## config.mk

```make
export PLATFORM = sky130hd
export DESIGN_NAME = alpu_iqueue
export DESIGN_NICKNAME = d
export VERILOG_FILES = /design/src/rtl/exec_unit_dtypes.sv /design/src/rtl/alpu_iqueue.sv
export SDC_FILE = /design/constraint.sdc
export NUM_CORES = 1
export LEC_CHECK = 0
export CAP_MARGIN = 10
export CELL_PAD_IN_SITES_DETAIL_PLACEMENT = 1
export CELL_PAD_IN_SITES_GLOBAL_PLACEMENT = 2
export CORE_MARGIN = 2
export CORE_UTILIZATION = 35
export DETAILED_ROUTE_END_ITERATION = 10
export PLACE_DENSITY_LB_ADDON = 0.15
export SKIP_LAST_GASP = 1
export SYNTH_ARGS = -nofsm -noshare
export SYNTH_HDL_FRONTEND = slang
export SYNTH_SLANG_ARGS = --single-unit
export TNS_END_PERCENT = 100
```

## constraint.sdc

```tcl
create_clock -name clk -period 3.5 [get_ports clk]
set_input_delay 0.525 -clock clk [delete_from_list [all_inputs] [get_ports clk]]
set_output_delay 0.525 -clock clk [all_outputs]
set_load 0.005 [all_outputs]
```

## src/rtl/exec_unit_dtypes.sv

```systemverilog
// Shared exec-unit datatypes: the decoded instruction-queue entry and the
// default queue sizing used when the exec unit top instantiates alpu_iqueue.
package exec_unit_dtypes;

  localparam int IQUEUE_DEPTH       = 4;
  localparam int IQUEUE_STALL_LIMIT = 255;

  // op0m/op1m request operand reads from alpu_cache; all-zero means no reads.
  typedef struct packed {
    logic [3:0] opcode;
    logic       op0m;
    logic       op1m;
    logic [7:0] op0;
    logic [7:0] op1;
    logic [4:0] dst;
  } type_iqueue_entry;

endpackage

```

## src/rtl/alpu_iqueue.sv

```systemverilog
// In-order instruction queue feeding alpu_cache: buffers dispatch entries,
// presents the head until the ALPU acks issue, and watches for head-of-line stalls.
module alpu_iqueue
  import exec_unit_dtypes::*;
#(
  parameter int DEPTH       = IQUEUE_DEPTH,
  parameter int STALL_LIMIT = IQUEUE_STALL_LIMIT
) (
  input  logic                         clk,
  input  logic                         reset_n,
  input  logic                         flush_i,
  input  type_iqueue_entry             dec_instr_i,
  input  logic                         dec_valid_i,
  output logic                         dec_ready_o,
  output type_iqueue_entry             ireq_curr_instr,
  output logic                         ireq_valid_o,
  input  logic                         issue_ack_i,
  output logic [$clog2(DEPTH+1)-1:0]   count_o,
  output logic                         stall_timeout_o
);

  localparam int PW = $clog2(DEPTH);
  localparam int CW = $clog2(DEPTH + 1);
  localparam int SW = $clog2(STALL_LIMIT + 1);
  localparam logic [SW-1:0] LIMIT = SW'(STALL_LIMIT);

  type_iqueue_entry mem_q [DEPTH];
  logic [PW-1:0] wr_ptr_q, wr_ptr_d;
  logic [PW-1:0] rd_ptr_q, rd_ptr_d;
  logic [CW-1:0] count_q, count_d;
  logic [SW-1:0] stall_cnt_q, stall_cnt_d;
  logic          push, pop;

  // Ready depends only on registered occupancy, so an ack cannot free a slot in the same cycle.
  assign dec_ready_o     = reset_n & (count_q < CW'(DEPTH)) & ~flush_i;
  assign ireq_valid_o    = (count_q != '0);
  assign ireq_curr_instr = ireq_valid_o ? mem_q[rd_ptr_q] : '0;
  assign push            = dec_valid_i & dec_ready_o;
  assign pop             = issue_ack_i & ireq_valid_o & ~flush_i;
  assign count_o         = count_q;
  assign stall_timeout_o = (stall_cnt_q == LIMIT);

  always_comb begin
    wr_ptr_d    = wr_ptr_q + PW'(push);
    rd_ptr_d    = rd_ptr_q + PW'(pop);
    count_d     = count_q + CW'(push) - CW'(pop);
    stall_cnt_d = stall_cnt_q;
    if (pop || !ireq_valid_o) begin
      stall_cnt_d = '0;
    end else if (stall_cnt_q != LIMIT) begin
      stall_cnt_d = stall_cnt_q + SW'(1);
    end
    if (flush_i) begin
      wr_ptr_d    = '0;
      rd_ptr_d    = '0;
      count_d     = '0;
      stall_cnt_d = '0;
    end
  end

  always_ff @(posedge clk or negedge reset_n) begin
    if (!reset_n) begin
      wr_ptr_q    <= '0;
      rd_ptr_q    <= '0;
      count_q     <= '0;
      stall_cnt_q <= '0;
    end else begin
      wr_ptr_q    <= wr_ptr_d;
      rd_ptr_q    <= rd_ptr_d;
      count_q     <= count_d;
      stall_cnt_q <= stall_cnt_d;
    end
  end

  // Storage is deliberately unreset; validity comes from count_q alone.
  always_ff @(posedge clk) begin
    if (push) begin
      mem_q[wr_ptr_q] <= dec_instr_i;
    end
  end

endmodule

```

Word-level counts from Yosys, hierarchy flattened

Memory sizes are Yosys's and may differ from the RTL's.
Cells that the tools add are included.

Register bits after elaboration: 15
Bits in latches: 0
Memory bits (writable): 108
ROM bits: 0
Output and inout port bits: 33
Logic and storage cells: 32
Memories kept: 1

Memory list:

| name  | depth | bits a word | read ports | clocked after Yosys merged registers in | write ports | line              | RTL |
|---|---|---|---|---|---|---|---|
| mem_q | 4     | 27          | 1          | 0                                       | 1           | alpu_iqueue.sv:27 | `type_iqueue_entry mem_q [DEPTH];` |

Add/subtract/negate cells: 5
$mul: 0
Divide/modulo/power cells: 0
Magnitude comparators: 1
Equality and inequality tests: 2
Shifts and indexed selects: 0
Multiplexer cells: 9
Bitwise logic cells: 6
Reductions and logical operators: 4

Operators with widths:

| operator            | count |
|---|---|
| $mux 27             | 1 |
| $mux 8              | 3 |
| $add 8x1->8 const B | 1 |
| $eq 8x8->1 const B  | 1 |
| $ne 8x8->1 const B  | 1 |
| $reduce_bool 3->1   | 2 |
| $and 1x1->1         | 5 |
| $add 2x1->2         | 2 |
| $mux 2              | 2 |
| $add 3x1->3         | 1 |
| $lt 3x3->1 const B  | 1 |
| $mux 3              | 1 |
| $sub 3x1->3         | 1 |
| $mux 1              | 2 |
| $logic_not 1->1     | 1 |
| $logic_or 1x1->1    | 1 |
| $not 1->1           | 1 |

Logic depth before layout (Yosys ltp)

Depth after elaboration: 7
Depth in mapped cells: 11
Gate-level depth less buffers: 10

Least setup slack after synthesis

Ideal clock, no wire load.

Path kind: in2reg
From: input flush_i
To: memory mem_q[1][0] (netlist bit), enable pin
Setup time: 0.451 ns
Arrival time: 3.077 ns
Setup slack: -0.027 ns
Stages on the path: 4
Path buffers: 1
Cell sequence: buf_2 > nor3b_2 > nand2_1 > nor3b_1

Cells in the longest elaborated chain, start to end: 5

RTL lines:

| element                      | line              | RTL |
|---|---|---|
| from (decl)                  | alpu_iqueue.sv:11 | `input logic flush_i,` |
| $not 1->1                    | alpu_iqueue.sv:35 | `assign dec_ready_o = reset_n & (count_q < CW'(DEPTH)) & ~flush_i;` |
| $and 1x1->1                  | alpu_iqueue.sv:35 |  |
| net dec_ready_o              | alpu_iqueue.sv:14 | `output logic dec_ready_o,` |
| $and 1x1->1                  | alpu_iqueue.sv:38 | `assign push = dec_valid_i & dec_ready_o;` |
| $mux 1                       | alpu_iqueue.sv:77 | `if (push) begin` |
| $mux 1 (implied by the code) | alpu_iqueue.sv:78 | `mem_q[wr_ptr_q] <= dec_instr_i;` |
| to (decl)                    | alpu_iqueue.sv:27 |  |

The timed path passes the listed nets, and every way through them passes these cells.

==> flow_summary.toml <==
[timing]
period_share = 0.850
max_slew_margin = 0.699
fin_ws_ps = 527
hold_viol = 0
drv_slew = 0
tightestPinTransition_ps = 451
setup_viol = 0
rsz0062_at_grt = "false"
tns_ps = 0
max_freq_mhz = 336
clock-skew-final_ps = 8.31
period_needed_ps = 2970
holdWs_ps = 478

[flow_run]
maxCapViolations = 0

[worst_setup_path]
reg2reg_from = "count_o[2]$_DFF_PN0_"
crit_end = "ireq_curr_instr[2]"
cp-end-kind = "output port"
critPathLaunch = "rd_ptr_q[0]$_DFF_PN0_"
cp.arrival_ps = 2450
crit_type = "reg -> out"
required_ps = 2970
regToRegEndpoint = "count_o[2]$_DFF_PN0_"
regToRegSetupSlack_ps = 1130
cp_max_fo = 17
cp-start-kind = "flip-flop"
reg2reg_depth = 10

[grt]
antenna_found_initial = 0
grt_max_degree = 30
grt_pass1_vias = 2817
grt_pass1_wl_um = 15500
grt.overflow.total = 0
track_usage = 0.144

[yosys]
synth.yosys.seq_area_share = 0.732
synth_edf_count = 108
synth_area_leader_cell = "edfxtp_1"
synth_top_area_share = 0.656
syn_avg_cell_area_um2 = 19.3
ys_types = 35
synth_common_cells = "edfxtp_1 (108), nor2b_1 (29), mux4_2 (27)"
syn-num-nets = 294
synthTopCellsByArea = "edfxtp_1 (66%), mux4_2 (12%), dfrtp_1 (7.6%)"
synth_seq_cells = 123
synthArstFlopShare = 0.122
ys.flop_type = "edfxtp_1"
synth.most_common_cell = "edfxtp_1"
synth_cells = 256
netlist_area_mm2 = 0.00494
yosys_warnings = 0

[placed_design]
dpl-instance-area_mm2 = 0.00585
io_buffers = 64
place_congestion = 0.694
place_ws_ps = 358
place_hpwl_um = 6030

[power_and_ir_drop]
ir_worst_vdd_mv = 0.498
switching_power_mw = 0.996
p_leak_nw = 2.12
power_frac_clock = 0.372
power_density_mw_per_mm2 = 643
p_sw_frac = 0.243
power_frac_seq = 0.414
combinationalPowerShare = 0.214
internal_power_mw = 3.10

[clock_tree]
cts_sinks = 123
post_cts_resized = 0
tritoncts = "built"
h-tree-depth = 4
cts_buffers = 17
post_cts_buffers = 0
clk_latency_ps = 410
clk_root_buffer_cell = "clkbuf_16"
clk_path_buf_depth = 2
clk_pin_slew_ps = 50
hold_buffers = 0

[final_layout]
fill_cells = 1342
final_area_mm2 = 0.00637
diodes = 0
multi_input_area_mm2 = 0.00124
register_area_mm2 = 0.00362
area_growth_pct = 28.9
finalNetCount = 375
drive_gt1_frac = 0.206

[detailed_routing]
first_pass_iters = 4
wl_um = 9690
post_drt_via_cell_ratio = 4.82
routedWlPerCell_um = 18.3
drc = 0
ant_nets = 0
drtIter0Drc = 221
num_vias = 2557

[floorplan]
die-area_mm2 = 0.0151
fp.coreArea_mm2 = 0.0138
io_pins = 65
initial_core_util = 0.357
num_rows = 43
dieHeight_um = 123
chipWidth_um = 123

[status]
status = "finished clean"

[worst_hold_path]
min_path_type = "in -> async"
-- cells by family (layout without fill, tap and decap cells) --
logic type	count (synthesis)	count (layout)	share of synthesized area
XOR/XNOR	3	3	0.00532
multiplexers	27	27	0.123
AND/OR/NAND/NOR	67	67	0.0823
adder cells (fa/ha/maj)	6	6	0.0167
buffers and inverters	18	112	0.0233
flip-flops	123	123	0.732
AO/OA/AOI/OAI	12	12	0.0170
-- flip-flops by register name, indices dropped and copies added, names as in the netlist --
signal,flops
count_o,3
wr_ptr_q,2
stall_cnt_q,8
rd_ptr_q,2
mem_q,108
-- layout by cell type (no fill, tap or decap), types with 2 or more instances in the layout --
| cell type | count |
|---|---|
| a211oi_2 | 2 |
| a21oi_1 | 4 |
| a31oi_1 | 3 |
| and3_1 | 2 |
| and4_1 | 3 |
| buf_12 | 2 |
| buf_4 | 9 |
| clkbuf_1 | 2 |
| clkbuf_16 | 17 |
| clkdlybuf4s50_1 | 64 |
| clkinv_1 | 7 |
| clkinv_2 | 4 |
| dfrtp_1 | 14 |
| edfxtp_1 | 108 |
| ha_1 | 5 |
| inv_1 | 4 |
| mux4_2 | 27 |
| nand2_1 | 5 |
| nand3_1 | 3 |
| nor2_1 | 6 |
| nor2b_1 | 29 |
| nor3_1 | 7 |
| xnor2_1 | 2 |
-- worst min path at each step --
stage                               start                          to
2_1_floorplan                     reset_n        count_o[0]$_DFF_PN0_
3_3_place_gp   stall_cnt_q[1]$_DFFE_PN0P_  stall_cnt_q[1]$_DFFE_PN0P_
3_5_place_dp   stall_cnt_q[6]$_DFFE_PN0P_  stall_cnt_q[6]$_DFFE_PN0P_
4_1_cts                           reset_n       rd_ptr_q[1]$_DFF_PN0_
5_1_grt                           reset_n  stall_cnt_q[2]$_DFFE_PN0P_
6_report                          reset_n  stall_cnt_q[2]$_DFFE_PN0P_
-- power by group through the flow --
stage	Combinational, mW	Clock [mW]	Sequential (mW)
finish	0.874	1.52	1.69
global route	0.959	1.62	1.70
CTS	0.904	1.57	1.70
detailed placement	0.899	0	1.72
global placement	0.891	0	1.72
floorplan	0.419	0	1.70
-- worst max-delay path, stage by stage, from the launching register on --
cell	delay [ps]
dfrtp_2	650
buf_12	260
mux4_2	530
nor2b_1	140
clkdlybuf4s50_1	460
-- layout make-up --
type,instances,share of cell area
inverters,5,0.00295
multi-input cells,115,0.195
clock inverters,13,0.0132
well taps,180,0.0354
clock buffers,19,0.0680
repair buffers,75,0.118
flip-flops and latches,123,0.568
-- through the flow --
step	utilization	power, mW	std cells
6_report	0.461	4.09	530
5_1_grt	0.461	4.28	530
4_1_cts	0.461	4.17	530
3_5_place_dp	0.423	2.62	498
3_3_place_gp	0.423	2.61	498
2_1_floorplan	-	2.11	256
-- metal layers --
metal,track usage,up-vias,part of all wire
met5,0,-,0
met2,0.232,54,0.50
met1,0.178,1312,0.44
li1,-,1176,-
met3,0.0423,15,0.039
met4,0.0711,0,0.021
(Power assumes the default switching activity.)
